### config.mk
export PLATFORM = sky130hd
export DESIGN_NAME = uart_rx_word
export DESIGN_NICKNAME = d
export VERILOG_FILES = /design/src/rtl/uart_rx_word.sv
export SDC_FILE = /design/constraint.sdc
export NUM_CORES = 1
export LEC_CHECK = 0
export CAP_MARGIN = 20
export CORE_MARGIN = 4
export CORE_UTILIZATION = 50
export CTS_BUF_LIST = sky130_fd_sc_hd__clkbuf_16
export CTS_CLUSTER_DIAMETER = 60
export DETAILED_ROUTE_END_ITERATION = 16
export DONT_BUFFER_PORTS = 1
export SYNTH_ARGS = -nofsm -noshare
export SYNTH_HDL_FRONTEND = slang
export SYNTH_SLANG_ARGS = --single-unit
### constraint.sdc
create_clock -name clk -period 2.4 [get_ports clk]
set_clock_uncertainty 0.05 [all_clocks]
set_input_delay 0.12 -clock clk [delete_from_list [all_inputs] [get_ports clk]]
set_output_delay 0.12 -clock clk [all_outputs]
set_load 0.01 [all_outputs]
### src/rtl/uart_rx_word.sv
// uart_rx_word: oversampling 8N1 receiver that pairs bytes (low first) into 16-bit words
// behind a one-entry valid/ready holding register, flagging framing errors and overruns.
module uart_rx_word #(
    parameter int DATA_WIDTH   = 16,
    parameter int OVERSAMPLE   = 16,
    parameter int TIMEOUT_BITS = 16
) (
    input  logic                  clk,
    input  logic                  rst,
    input  logic                  clken,
    input  logic                  rx,
    output logic [DATA_WIDTH-1:0] data_out,
    output logic                  valid,
    input  logic                  ready,
    output logic                  frame_err,
    output logic                  overrun,
    output logic                  rx_busy
);
    localparam int TW    = $clog2(OVERSAMPLE);
    localparam int LIMIT = TIMEOUT_BITS * OVERSAMPLE;
    localparam int IW    = $clog2(LIMIT + 1);

    typedef enum logic [1:0] {IDLE, START, DATA, STOP} state_t;

    state_t        state;
    logic          rx_q, rx_s;
    logic [TW-1:0] tick;
    logic [2:0]    bit_idx;
    logic          byte_idx;
    logic [IW-1:0] idle_cnt;
    logic [7:0]    shift, low;
    logic          tick_end, stop_smp, word_done;

    assign tick_end  = tick == TW'(OVERSAMPLE - 1);
    assign stop_smp  = clken && state == STOP && tick_end;
    assign word_done = stop_smp && rx_s && byte_idx;
    assign rx_busy   = state != IDLE || byte_idx;

    always_ff @(posedge clk) begin
        if (rst) begin
            rx_q      <= 1'b1;
            rx_s      <= 1'b1;
            state     <= IDLE;
            tick      <= '0;
            bit_idx   <= '0;
            byte_idx  <= 1'b0;
            idle_cnt  <= '0;
            shift     <= '0;
            low       <= '0;
            data_out  <= '0;
            valid     <= 1'b0;
            frame_err <= 1'b0;
            overrun   <= 1'b0;
        end else begin
            rx_q      <= rx;
            rx_s      <= rx_q;
            frame_err <= stop_smp && !rx_s;
            overrun   <= word_done && valid && !ready;
            if (word_done && (!valid || ready)) begin
                data_out <= {shift, low};
                valid    <= 1'b1;
            end else if (ready) begin
                valid <= 1'b0;
            end
            if (clken) begin
                case (state)
                    IDLE: begin
                        tick     <= '0;
                        idle_cnt <= byte_idx ? idle_cnt + 1'b1 : '0;
                        // timeout wins over a simultaneous start edge: new frame becomes byte 0
                        if (byte_idx && idle_cnt == IW'(LIMIT - 1)) begin
                            byte_idx <= 1'b0;
                            idle_cnt <= '0;
                        end
                        if (!rx_s) begin
                            state    <= START;
                            idle_cnt <= '0;
                        end
                    end
                    START: begin
                        tick <= tick + 1'b1;
                        if (tick == TW'(OVERSAMPLE / 2 - 1)) begin
                            tick    <= '0;
                            bit_idx <= '0;
                            state   <= rx_s ? IDLE : DATA;
                        end
                    end
                    DATA: begin
                        tick <= tick + 1'b1;
                        if (tick_end) begin
                            tick           <= '0;
                            shift[bit_idx] <= rx_s;
                            bit_idx        <= bit_idx + 1'b1;
                            if (bit_idx == 3'd7) state <= STOP;
                        end
                    end
                    STOP: begin
                        tick <= tick + 1'b1;
                        if (tick_end) begin
                            tick     <= '0;
                            state    <= IDLE;
                            byte_idx <= rx_s && !byte_idx;
                            if (rx_s && !byte_idx) low <= shift;
                        end
                    end
                endcase
            end
        end
    end
endmodule

# Yosys cells after proc, flatten, opt, wreduce, memory -nomap -nowiden
# Index checks and enable logic that the tools add are counted.
dict set report word_totals {
  register_bits 56
  latch_bits 0
  mem_bits_rw 0
  rom_bits 0
  input_bits 5
  output_inout_bits 20
  elab_cells 84
  memories 0
}
dict set report classes {
  n_addsub 3
  mul 0
  div_mod_pow 0
  n_lt_le_gt_ge 2
  n_eq_ne 13
  shift 0
  mux 24
  bitwise 0
  reduce_logical 29
}
# cell n
set ops {}
lappend ops {{2-to-1 mux 9 bit} 3}
lappend ops {{2-to-1 mux 2 bit} 6}
lappend ops {{!= test 2 bit (second input constant)} 6}
lappend ops {{one-hot mux 4 bit (3 select lines)} 1}
lappend ops {{AND reduction 4 bit} 3}
lappend ops {{logical AND 1 bit} 11}
lappend ops {{adder 9 x 1 -> 9 bit (second input constant)} 1}
lappend ops {{== test 9 x 8 -> 1 bit (second input constant)} 1}
lappend ops {{bitwise mux 8 bit} 1}
lappend ops {{2-to-1 mux 4 bit} 2}
lappend ops {{one-hot mux 2 bit (4 select lines)} 1}
lappend ops {{nonzero test 2 bit} 4}
lappend ops {{2-to-1 mux 3 bit} 2}
lappend ops {{one-hot mux 3 bit (2 select lines)} 1}
lappend ops {{AND reduction 6 bit} 1}
lappend ops {{2-to-1 mux 1 bit} 5}
lappend ops {{adder 4 x 1 -> 4 bit (second input constant)} 1}
lappend ops {{== test 2 bit (second input constant)} 2}
lappend ops {{== test 4 x 3 -> 1 bit (second input constant)} 1}
lappend ops {{== test 4 bit (second input constant)} 1}
lappend ops {{logical NOT 1 bit} 4}
lappend ops {{less-than comparator 3 x 4 -> 1 bit (second input constant)} 1}
lappend ops {{adder 3 x 1 -> 3 bit (second input constant)} 1}
lappend ops {{demux 1 bit (select 3 bit)} 1}
lappend ops {{9 further kinds} 10}

# Depth between registers and ports, before layout
dict set report logic_depth {
  depth_word 7
  depth_mapped 9
  ltp_nobuf 9
}

# Worst setup path after synthesis
# Ideal clock, no wire load.
dict set report synth_timing {
  path_kind {reg-to-reg}
  startpoint {register idle_cnt[0]}
  endpoint {register idle_cnt[6]}
  setup_time_ns 0.070
  arrival_time_ns 1.963
  required_ns 2.280
  path_slack_ns 0.316
  path_stages_with_launch 10
  n_path_buf 0
  synth_period_minus_slack_ns 2.084
  path_cell_list {dfxtp_1 ha_1 and3_1 nand3_1 nor2_1 ha_1 nand3b_1 or2_0 or3_1 a21oi_1}
}
dict set report synth_between {
  elab_chain_len 4
  elab_cells_between_ends 6
  cone_classes {add/sub (1); eq/ne (1); mux (3); reduce/logical (1)}
}
# item line_no
set synth_rtl {}
lappend synth_rtl {{start: declaration} 30} ;# logic [IW-1:0] idle_cnt;
lappend synth_rtl {{start signal: assignment} 69} ;# idle_cnt <= byte_idx ? idle_cnt + 1'b1 : '0;
lappend synth_rtl {{adder 9 x 1 -> 9 bit or == test 9 x 8 -> 1 bit (tied branches)} {69, 71}}
lappend synth_rtl {{2-to-1 mux 9 bit or logical AND 1 bit (tied branches)} {69, 71}}
lappend synth_rtl {{2-to-1 mux 9 bit (*)} 71} ;# if (byte_idx && idle_cnt == IW'(LIMIT - 1)) begin
lappend synth_rtl {{2-to-1 mux 9 bit (*)} 75} ;# if (!rx_s) begin
# Every way passes the cells marked *; elsewhere a longest branch is shown, timed or not.
# A chain may end at the register's enable or synchronous reset.

# Final worst setup path
dict set report layout_timing {
  startpoint {register tick[0]}
  endpoint {register valid}
}
dict set report layout_between {
  elab_chain_len 6
  elab_cells_between_ends 7
  cone_classes {eq/ne (1); mux (1); reduce/logical (5)}
}
# item line_no
set layout_rtl {}
lappend layout_rtl {{start: declaration} 27} ;# logic [TW-1:0] tick;
lappend layout_rtl {{start signal: assignment} 81} ;# tick <= tick + 1'b1;
lappend layout_rtl {{start signal: assignment} 89} ;# tick <= tick + 1'b1;
lappend layout_rtl {{start signal: assignment} 98} ;# tick <= tick + 1'b1;
lappend layout_rtl {{== test 4 bit (*)} 34} ;# assign tick_end = tick == TW'(OVERSAMPLE - 1);
lappend layout_rtl {{logical AND 1 bit (*)} 35} ;# assign stop_smp = clken && state == STOP && tick_end;
lappend layout_rtl {{logical AND 1 bit (*) (2 in a row)} 36} ;# assign word_done = stop_smp && rx_s && byte_idx;
lappend layout_rtl {{logical AND 1 bit (*)} 59} ;# if (word_done && (!valid || ready)) begin
lappend layout_rtl {{2-to-1 mux 1 bit or nonzero test 2 bit (tied branches)} -}
lappend layout_rtl {{end signal: assignment} 51} ;# valid <= 1'b0;
lappend layout_rtl {{end signal: assignment} 61} ;# valid <= 1'b1;
lappend layout_rtl {{end signal: assignment} 63} ;# valid <= 1'b0;
lappend layout_rtl {{end: declaration} 13} ;# output logic valid,
# Marked as above.

==> metrics.cfg <==
[run_status]
status = completed

[yosys]
synth_cells = 275
synth-seq-area-share_pct = 47.0
synth_area_leaders = dfxtp_1 (47%), a21oi_1 (6.9%), nand2_1 (6.4%)
synth_edf_count = 0
async_flop_share_pct = 0
ys_types = 44
netlist.area_leader.share_pct = 47.0
yosysWarnings = 0
ys_seq_elements = 56
synth_nets = 285
syn_area_per_cell_um2 = 8.68
netlist_area_um2 = 2390
yosysTopAreaCell = dfxtp_1
ys.flop_type = dfxtp_1

[worst_setup_path]
critPathMaxFanout = 6
r2r_start = tick[0]$_SDFFE_PP0P_
crit_type = flip-flop to flip-flop
critPathCaptureType = flip-flop
worstPathArrival_ns = 2.42
critPathLaunch = tick[0]$_SDFFE_PP0P_
rr_endpoint = valid$_SDFFE_PP0P_
crit_required_ns = 2.58
crit_end = valid$_SDFFE_PP0P_
reg2reg_slack_ns = 0.16
r2r_cells = 6
cp-start-kind = flip-flop

[timing]
finalHoldViolCount = 0
hold_ws_ns = 0.0709
setup_viol = 0
fin_crit_sh_pct = 93.1
slew_headroom_pct = 53.7
fin_crit_ns = 2.24
max_freq_ghz = 0.447
tightestPinTransition_ns = 0.694
slew_violations = 0
setup_tns_ns = 0
setup_ws_ns = 0.165
rsz0062_at_grt = no

[finish]
drive_above_1_share_pct = 7.91
diodes = 0
finalNetCount = 287
most-common-layout-cells = dfxtp_1 (56), nand2_1 (41), a21oi_1 (33), nor2_1 (25), mux2i_1 (14)
final_cell_area_um2 = 2640
final_common_cell = dfxtp_1
syn_to_final_growth_pct = 10.6
final_cells = 330

[global_route]
grt.total_usage_pct = 17.7
grt_max_degree = 57
antenna_found_initial = 0
grt_overflow_total = 0
grt_pass1_vias = 1792
grt_pass1_wl_um = 8560

[power_and_ir_drop]
p_comb_share_pct = 2.5
static-leakage-power_nw = 0.866
powerDensity_nw_per_um2 = 640
switchingPower_w = 0.000357
intPower_w = 0.00133
p_clk_share_pct = 42.2
swShare_pct = 21.1
peakVddDrop_mv = 0.328
power.share.sequential_pct = 55.3

[drt]
vias_per_cell = 5.58
drt_first_pass_iters = 4
first_iter_violations = 77
drc_errors = 0
antenna_left = 0
wl_per_cell_um = 14.6
routed_wl_um = 4810
vias = 1842

[job]
max_cap_viol_count = 0

[cts]
cts.path.max_buffers = 2
cts_tree = done
cts_setup_buffers = 0
cts-root-buf = clkbuf_16
cts_made_buffers = 5
clk_latency_ns = 0.29
cts.clk_slew.worst_paths_ns = 0.07
h-tree-depth = 2
numClockSinks = 56

[die]
num_io_pins = 25
start_util_pct = 53.4
coreArea_um2 = 4470
dieArea_um2 = 5940
die_h_um = 77.1
rows = 24
die_w_um = 77.1

[place]
dp_hpwl_um = 3110
place_area_um2 = 2440
port_buffers = 0
dp.cells = 317
finalWeightedCongestion = 0.771
preCtsSetupSlack_ns = 0.274

[hold_path]
min_path_type = input port to flip-flop

metal layers:
metal,track usage [%],share of wire [%]
met1,24.4,52
met2,26.6,43
met3,4.33,3.4
met5,0,0
met4,6.58,1.1
worst min path at each step:
stage / startpoint / endpoint / slack, ns / cells after the start
3_3_place_gp: rst / tick[1]$_SDFFE_PP0P_ / 0.14 / 1
2_1_floorplan: rx / rx_q$_SDFF_PP1_ / 0.17 / 1
3_5_place_dp: rst / idle_cnt[5]$_SDFFE_PP0P_ / 0.15 / 1
5_1_grt: rst / shift[6]$_SDFFE_PP0P_ / 0.07 / 2
6_report: rst / shift[6]$_SDFFE_PP0P_ / 0.07 / 2
4_1_cts: clken / tick[2]$_SDFFE_PP0P_ / 0.06 / 3
power groups by stage:
| stage | combinational (W) | sequential, W | clock (W) |
|---|---|---|---|
| after floorplan | 0.0000323 | 0.000954 | 0 |
| after detailed placement | 0.0000205 | 0.000955 | 0 |
| after global placement | 0.0000206 | 0.000955 | 0 |
| after CTS | 0.0000428 | 0.000933 | 0.000732 |
| after global routing | 0.0000472 | 0.000934 | 0.000778 |
| final | 0.0000425 | 0.000934 | 0.000713 |
cell type report:
class	instances	area, µm²
clock buffers	5	125
well taps	52	65.1
clock inverters	3	20.0
repair buffers	12	113
inverters	2	7.51
multi-input cells	200	1190
fillers	417	1830
flip-flops and latches	56	1120
registers in the layout (all words and copies together), names as in the netlist, 3 cells and up, named ones only:
signal	count
bit_idx	3
idle_cnt	9
low	8
shift	8
tick	4
data_out	16
cell families after synthesis:
kind of cell               count (synthesis)  synth area share, %
and+or+nand+nor                          124                 27.3
DFF                                       56                 47.0
AOI/OAI and AO/OA                         55                 13.0
buffers and inverters                     19                 3.46
muxes                                     14                 5.87
adders and majority gates                  5                 2.62
xor gates and xnor gates                   2                0.734
cells in the mapped netlist, types with 2 or more instances:
master    instances
dfxtp_1          56
nand2_1          41
a21oi_1          33
nor2_1           25
mux2i_1          14
nand2b_1         11
clkbuf_1          9
o21ai_0           7
buf_2             6
nor3_1            6
ha_1              5
nand3b_1          5
nor2b_1           5
nand3_1           4
nand4b_1          4
or3_1             4
a211oi_1          3
o31ai_1           3
a22oi_1           2
a31oi_1           2
and3_1            2
inv_1             2
nor3b_1           2
nor4_1            2
or2_2             2
or4_1             2
worst max-delay path, stage by stage (launching register included):
cell and delay [ns]:
dfxtp_1 0.37, ha_1 0.28, nand4_2 0.15, buf_4 0.21, or3_1 0.38, a21oi_1 0.17
dlygate4sd3_1 0.57
per-stage QoR:
| step | util (%) | total power, W |
|---|---|---|
| floorplan | - | 0.000986 |
| global placement | 54.4 | 0.000976 |
| detailed placement | 54.4 | 0.000976 |
| CTS | 59.0 | 0.00171 |
| global route | 59.0 | 0.00176 |
| finish | 59.0 | 0.00169 |
repair_timing:
item | in CTS | in global routing
gates resized for setup | 0 | 0
hold endpoints to repair | 56 | 0
endpoints found under the setup margin | 0 | 0
hold buffers | 5 | 0
Note: power is estimated with default switching activity, not from simulation.
